$ cat src/rtl/beep_tone_decoder_if.sv
// rtl/beep_tone_decoder_if.sv - beep line in, decoded tone status out
interface beep_tone_decoder_if #(
    parameter int CNT_W = 24
);
    logic             beep_in;
    logic [CNT_W-1:0] period;
    logic             tone_active;
    logic             note_start;
    logic             note_end;
    logic [15:0]      note_periods;

    modport master (
        input  beep_in,
        output period,
        output tone_active,
        output note_start,
        output note_end,
        output note_periods
    );

    modport slave (
        output beep_in,
        input  period,
        input  tone_active,
        input  note_start,
        input  note_end,
        input  note_periods
    );
endinterface

$ cat src/rtl/beep_tone_decoder.sv
// rtl/beep_tone_decoder.sv - square-wave beep period decoder with tone lock and note events
// Optional input glitch filter: define BEEP_DEC_GLITCH_FILTER_EN.
module beep_tone_decoder #(
    parameter int CNT_W       = 24,
    parameter int SILENCE_CYC = 2_000_000,
    parameter int TOL_SHIFT   = 4,
    parameter int MIN_PULSE   = 8
) (
    input  logic                clk,
    input  logic                rst_n,
    beep_tone_decoder_if.master bus
);

    typedef enum logic [1:0] {
        S_IDLE,
        S_ARMED,
        S_LOCK1,
        S_TONE
    } state_t;

    localparam logic [CNT_W-1:0] CNT_MAX = '1;
    localparam logic [CNT_W-1:0] SIL_CNT = CNT_W'(SILENCE_CYC);

    logic             sync1, sync2;
    logic             lvl, lvl_prev, rise;
    logic [CNT_W-1:0] cnt, cnt_d;
    logic [CNT_W-1:0] ref_q, ref_d;
    logic [CNT_W-1:0] diff, tol;
    logic             match, timeout;
    state_t           state, state_d;
    logic [CNT_W-1:0] period_q, period_d;
    logic [15:0]      np_q, np_d;
    logic             start_q, start_d;
    logic             end_q, end_d;

    always_ff @(posedge clk or negedge rst_n) begin
        if (!rst_n) begin
            sync1 <= 1'b0;
            sync2 <= 1'b0;
        end else begin
            sync1 <= bus.beep_in;
            sync2 <= sync1;
        end
    end

`ifdef BEEP_DEC_GLITCH_FILTER_EN
    localparam int HOLD_W = (MIN_PULSE > 1) ? $clog2(MIN_PULSE) : 1;

    logic              lvl_q;
    logic [HOLD_W-1:0] hold;

    // level flips only after sync2 has disagreed with it for MIN_PULSE cycles in a row
    always_ff @(posedge clk or negedge rst_n) begin
        if (!rst_n) begin
            lvl_q <= 1'b0;
            hold  <= '0;
        end else if (sync2 == lvl_q) begin
            hold <= '0;
        end else if (hold == HOLD_W'(MIN_PULSE - 1)) begin
            lvl_q <= sync2;
            hold  <= '0;
        end else begin
            hold <= hold + 1'b1;
        end
    end

    assign lvl = lvl_q;
`else
    assign lvl = sync2;
`endif

    always_ff @(posedge clk or negedge rst_n) begin
        if (!rst_n) begin
            lvl_prev <= 1'b0;
            rise     <= 1'b0;
        end else begin
            lvl_prev <= lvl;
            rise     <= lvl & ~lvl_prev;
        end
    end

    // cnt is the measured period whenever rise is high
    always_comb begin
        diff    = (cnt >= ref_q) ? (cnt - ref_q) : (ref_q - cnt);
        tol     = ref_q >> TOL_SHIFT;
        match   = (cnt != CNT_MAX) && (diff <= tol);
        timeout = (state != S_IDLE) && !rise && (cnt == SIL_CNT);
    end

    always_comb begin
        state_d  = state;
        ref_d    = ref_q;
        period_d = period_q;
        np_d     = np_q;
        start_d  = 1'b0;
        end_d    = 1'b0;
        case (state)
            S_IDLE: begin
                if (rise) state_d = S_ARMED;
            end
            S_ARMED: begin
                if (rise) begin
                    state_d = S_LOCK1;
                    ref_d   = cnt;
                end else if (timeout) begin
                    state_d = S_IDLE;
                end
            end
            S_LOCK1: begin
                if (rise) begin
                    ref_d = cnt;
                    if (match) begin
                        state_d  = S_TONE;
                        period_d = cnt;
                        np_d     = 16'd2;
                        start_d  = 1'b1;
                    end
                end else if (timeout) begin
                    state_d = S_IDLE;
                end
            end
            S_TONE: begin
                if (rise) begin
                    ref_d = cnt;
                    if (match) begin
                        period_d = cnt;
                        np_d     = (np_q == 16'hFFFF) ? np_q : np_q + 16'd1;
                    end else begin
                        state_d = S_LOCK1;
                        end_d   = 1'b1;
                    end
                end else if (timeout) begin
                    state_d = S_IDLE;
                    end_d   = 1'b1;
                end
            end
            default: state_d = S_IDLE;
        endcase
    end

    always_comb begin
        cnt_d = (cnt == CNT_MAX) ? cnt : cnt + 1'b1;
        if (state == S_IDLE || timeout) cnt_d = '0;
        if (rise) cnt_d = {{(CNT_W-1){1'b0}}, 1'b1};
    end

    always_ff @(posedge clk or negedge rst_n) begin
        if (!rst_n) begin
            state    <= S_IDLE;
            cnt      <= '0;
            ref_q    <= '0;
            period_q <= '0;
            np_q     <= '0;
            start_q  <= 1'b0;
            end_q    <= 1'b0;
        end else begin
            state    <= state_d;
            cnt      <= cnt_d;
            ref_q    <= ref_d;
            period_q <= period_d;
            np_q     <= np_d;
            start_q  <= start_d;
            end_q    <= end_d;
        end
    end

    assign bus.period       = period_q;
    assign bus.tone_active  = (state == S_TONE);
    assign bus.note_start   = start_q;
    assign bus.note_end     = end_q;
    assign bus.note_periods = np_q;

endmodule

$ cat src/flat_wrapper.sv
// flat-port wrapper written by rule: the top's interface ports become plain ports
module beep_tone_decoder_flat 
#(
    parameter int CNT_W       = 24,
    parameter int SILENCE_CYC = 2_000_000,
    parameter int TOL_SHIFT   = 4,
    parameter int MIN_PULSE   = 8
)
  (clk, rst_n, bus_beep_in, bus_period, bus_tone_active, bus_note_start, bus_note_end, bus_note_periods);
  beep_tone_decoder_if #(.CNT_W(CNT_W)) bus_i ();
  input  logic clk;
  input  logic rst_n;
  input wire logic [$bits(bus_i.beep_in)-1:0] bus_beep_in;
  output wire logic [$bits(bus_i.period)-1:0] bus_period;
  output wire logic [$bits(bus_i.tone_active)-1:0] bus_tone_active;
  output wire logic [$bits(bus_i.note_start)-1:0] bus_note_start;
  output wire logic [$bits(bus_i.note_end)-1:0] bus_note_end;
  output wire logic [$bits(bus_i.note_periods)-1:0] bus_note_periods;
  assign bus_i.beep_in = bus_beep_in;
  assign bus_period = bus_i.period;
  assign bus_tone_active = bus_i.tone_active;
  assign bus_note_start = bus_i.note_start;
  assign bus_note_end = bus_i.note_end;
  assign bus_note_periods = bus_i.note_periods;
  beep_tone_decoder #(.CNT_W(CNT_W), .SILENCE_CYC(SILENCE_CYC), .TOL_SHIFT(TOL_SHIFT), .MIN_PULSE(MIN_PULSE)) u_core (.clk(clk), .rst_n(rst_n), .bus(bus_i));
endmodule
$ cat config.mk
export PLATFORM = sky130hd
export DESIGN_NAME = beep_tone_decoder_flat
export DESIGN_NICKNAME = d
export VERILOG_FILES = /design/src/rtl/beep_tone_decoder_if.sv /design/src/rtl/beep_tone_decoder.sv /design/src/flat_wrapper.sv
export SDC_FILE = /design/constraint.sdc
export NUM_CORES = 1
export LEC_CHECK = 0
export BUFFER_PORTS_ARGS = -buffer_cell sky130_fd_sc_hd__buf_2
export CORE_UTILIZATION = 35
export DETAILED_ROUTE_END_ITERATION = 8
export PLACE_DENSITY = 0.57
export SLEW_MARGIN = 40
export SYNTH_ARGS = -nofsm -noshare
export SYNTH_HDL_FRONTEND = slang
export SYNTH_SLANG_ARGS = --single-unit
$ cat constraint.sdc
create_clock -name clk -period 4.8 [get_ports clk]
set_input_delay 1.2 -clock clk [delete_from_list [all_inputs] [get_ports clk]]
set_output_delay 1.2 -clock clk [all_outputs]
set_load 0.05 [all_outputs]
==> flow_summary_export.csv <==
group,metric,value,unit
run_status,status,"finished with violations",
run_status,violations,"DRC, setup timing",
synthesis,syn-num-nets,932,
timing,period_needed,5090,ps
timing,skew,15.2,ps
synthesis,synthSimpleGateAreaFrac,19.8,%
power_and_ir_drop,p_sw,3.01,mW
worst_setup_path,start_kind,"flip-flop",
synthesis,synth_cell_types,72,
hold_path,holdPathStages,0,
timing,setup_viol,41,
floorplanning,io_pins,46,
power_and_ir_drop,p_sw_share,46.1,%
timing,max_slew_margin,43.3,%
layout,areaGrowthSynthToFinish,31.5,%
synthesis,synthFlopType,"dfrtp_1",
hold_path,hp-class,"reg2reg",
timing,setup_ws,-291,ps
clock_tree,root_buffer,"clkbuf_16",
clock_tree,ctsHoldBuffers,0,
global_routing,grt_pass1_wl,38000,µm
power_and_ir_drop,p_clk_share,10.9,%
timing,worst_pin_slew,843,ps
synthesis,synth-compound-area-share,17.5,%
detailed_routing,routed_wl,24100,µm
power_and_ir_drop,combPwrFrac,75.2,%
timing,post-route-period-util,106,%
synthesis,synth_xor_area_share,4.95,%
floorplanning,rows,53,
floorplanning,die_h,148,µm
detailed_routing,drc,2,
clock_tree,cts_sinks,96,
layout,antennaDiodeCount,0,
timing,fmax,0.196,GHz
worst_setup_path,endpoint_kind,"flip-flop",
synthesis,yosys_warnings,0,
global_routing,gr-total-overflow,0,
power_and_ir_drop,internal_power,3.52,mW
run,drv_cap,0,
timing,grt_setup_unrepaired,"true",
global_routing,grt_pass1_vias,6792,
layout,layout_commonest_cell,"buf_4",
floorplanning,core,21000,µm²
floorplanning,start_util,35.6,%
layout,finalNonFillerCells,1330,
power_and_ir_drop,seq_power_share,13.8,%
synthesis,synthCells,857,
clock_tree,cts_tree,"done",
worst_setup_path,cp_max_fo,3,
layout,final_cell_mix,"175 x buf_4, 96 x dfrtp_1, 85 x nand2_1",
synthesis,synth_edf_count,0,
power_and_ir_drop,leakagePower,4.75,nW
clock_tree,clk-insertion-delay-late,360,ps
placed_design,port_buffers,45,
clock_tree,clk_pin_slew_worst_paths,70,ps
layout,post-route-util,46.8,%
layout,fin_nets,1125,
worst_setup_path,reg2regPathDepth,20,
floorplanning,die_w,148,µm
clock_tree,h-tree-depth,3,
placed_design,finalWeightedCongestion,0.971,
detailed_routing,vias_per_cell,5.32,
worst_setup_path,worstPathRequired,5040,ps
floorplanning,die_area,21900,µm²
synthesis,yosys.area_share.adder,12.3,%
detailed_routing,firstDrtPassIters,7,
synthesis,synth_top_family_by_area,"simple AND/OR/NAND/NOR gates",
timing,hold_viol,0,
placed_design,hpwlAfterDp,18800,µm
worst_setup_path,worst-endpoint-arrival,5330,ps
synthesis,syn_avg_cell_area,8.70,µm²
detailed_routing,wire_per_inst,18.1,µm
synthesis,ys_seq_elements,96,
power_and_ir_drop,power_density,666,nW/µm²
synthesis,synthMuxAreaShare,6.49,%
placed_design,dp_cells,1302,
detailed_routing,drt_iter0_markers,563,
layout,layout-drive-gt1-share,32.1,%
power_and_ir_drop,vdd_drop_max,0.000350,V
synthesis,synth_area,7460,µm²
timing,slew_violations,0,
worst_setup_path,crit_type,"reg2reg",
global_routing,grt_max_degree,57,
synthesis,ys_seq_area_share,32.2,%
clock_tree,cts_buffers,9,
clock_tree,clockBufferDepth,2,
global_routing,grtUsageTotal,22.7,%
detailed_routing,vias,7074,
detailed_routing,final_antenna_net_count,0,
synthesis,async_flop_share,100,%
global_routing,antenna_found_initial,0,
timing,tns,-7590,ps
-- layer usage --
metal	track usage [%]	wire length (µm)	vias to the layer above
met2	37.1	11400	229
met1	31.2	11000	3379
met5	0	0	-
li1	-	-	3428
met4	6.39	478	0
met3	2.96	1200	38
-- logic make-up after synthesis --
logic type | count (synthesis)
muxes | 37
and+or+nand+nor | 299
buffers and inverters | 104
adders and majority gates | 72
AOI/OAI and AO/OA | 209
DFF | 96
xor gates and xnor gates | 40
-- power groups by stage --
stage               Combinational [mW]  Sequential, mW  Clock (mW)
floorplan                         2.85           0.982           0
global placement                  4.35           0.917           0
detailed placement                4.31           0.917           0
CTS                               4.62           0.902       0.736
global route                      5.32           0.909       0.766
finish                            4.92           0.903       0.714
-- stage by stage --
stage               hold slack (ps)  cell area (µm²)  setup WS (ps)  power (mW)
floorplan                       331             7520          0.306        3.84
global placement                335             9100           -441        5.27
detailed placement              342             9100           -482        5.23
CTS                             358             9700           -351        6.26
global route                    371             9810           -399        7.00
finish                          355             9810           -291        6.53
-- repair_timing --
action,4_1_cts,5_1_grt
endpoints found under the hold margin,0,0
endpoints found under the setup margin,43,43
cloned,3,0
gates resized for setup,40,21
setup buffers,8,2
pin swaps,17,15
-- critical path, cell delays in order, from the launching register on --
cell and delay (ps):
dfrtp_1 410, buf_4 150, ha_4 270, nand4_1 90, and3_4 200, or4_4 440, a31oi_4 180, or2_4 180
mux2i_4 290, o22ai_2 120, buf_4 150, xor2_2 150, ha_1 300, nand4_1 110, or3_1 380, or3_4 350
a31oi_4 190, nand4_4 150, buf_6 160, or3_4 390, mux2_4 300
-- flip-flops by register name, indices dropped and copies added, names as in the netlist, 2 cells and up --
register and flops:
u_core.bus.period 24, u_core.state 2, u_core.cnt 24, u_core.ref_q 24
u_core.bus.note_periods 16
-- area by class of cell --
class / count / area [µm²]
inverter: 57 / 214
fill: 2049 / 11100
tap: 275 / 344
multi-input combinational: 657 / 4860
clock buffer: 10 / 229
clock inverter: 6 / 51.3
sequential: 96 / 2400
timing repair buffer: 229 / 1700
-- Yosys cell counts (7+ instances only) --
cell	count	area [µm²]
a2bb2oi_1	9	78.8
nand3_1	30	150
xor2_1	10	87.6
a21oi_1	65	325
nand2_1	85	319
inv_1	56	210
mux2i_1	9	90.1
nor4_1	7	43.8
a21o_1	10	75.1
mux2_4	21	315
nor3_1	21	105
nor2_1	65	244
nand2b_1	10	62.6
and3_1	21	131
xnor2_1	29	254
ha_1	70	876
buf_6	7	78.8
dfrtp_1	96	2400
clkbuf_1	23	86.3
o21ai_0	62	310
buf_2	10	50.1
nand4_1	25	156
-- path summary, 6_finish.rpt --
kind,start,end,slack (ps)
worst min-delay path,u_core.sync1,u_core.lvl,350
worst max-delay path,u_core.cnt[0],u_core.bus.note_periods[1],-290
max in group asynchronous,rst_n,u_core.cnt[11],3250
worst min register to register,u_core.sync1,u_core.lvl,350
worst max register to register,u_core.cnt[0],u_core.bus.note_periods[1],-290
min in group asynchronous,rst_n,u_core.ref_q[9],810
Power figures use the tool's default switching activity.
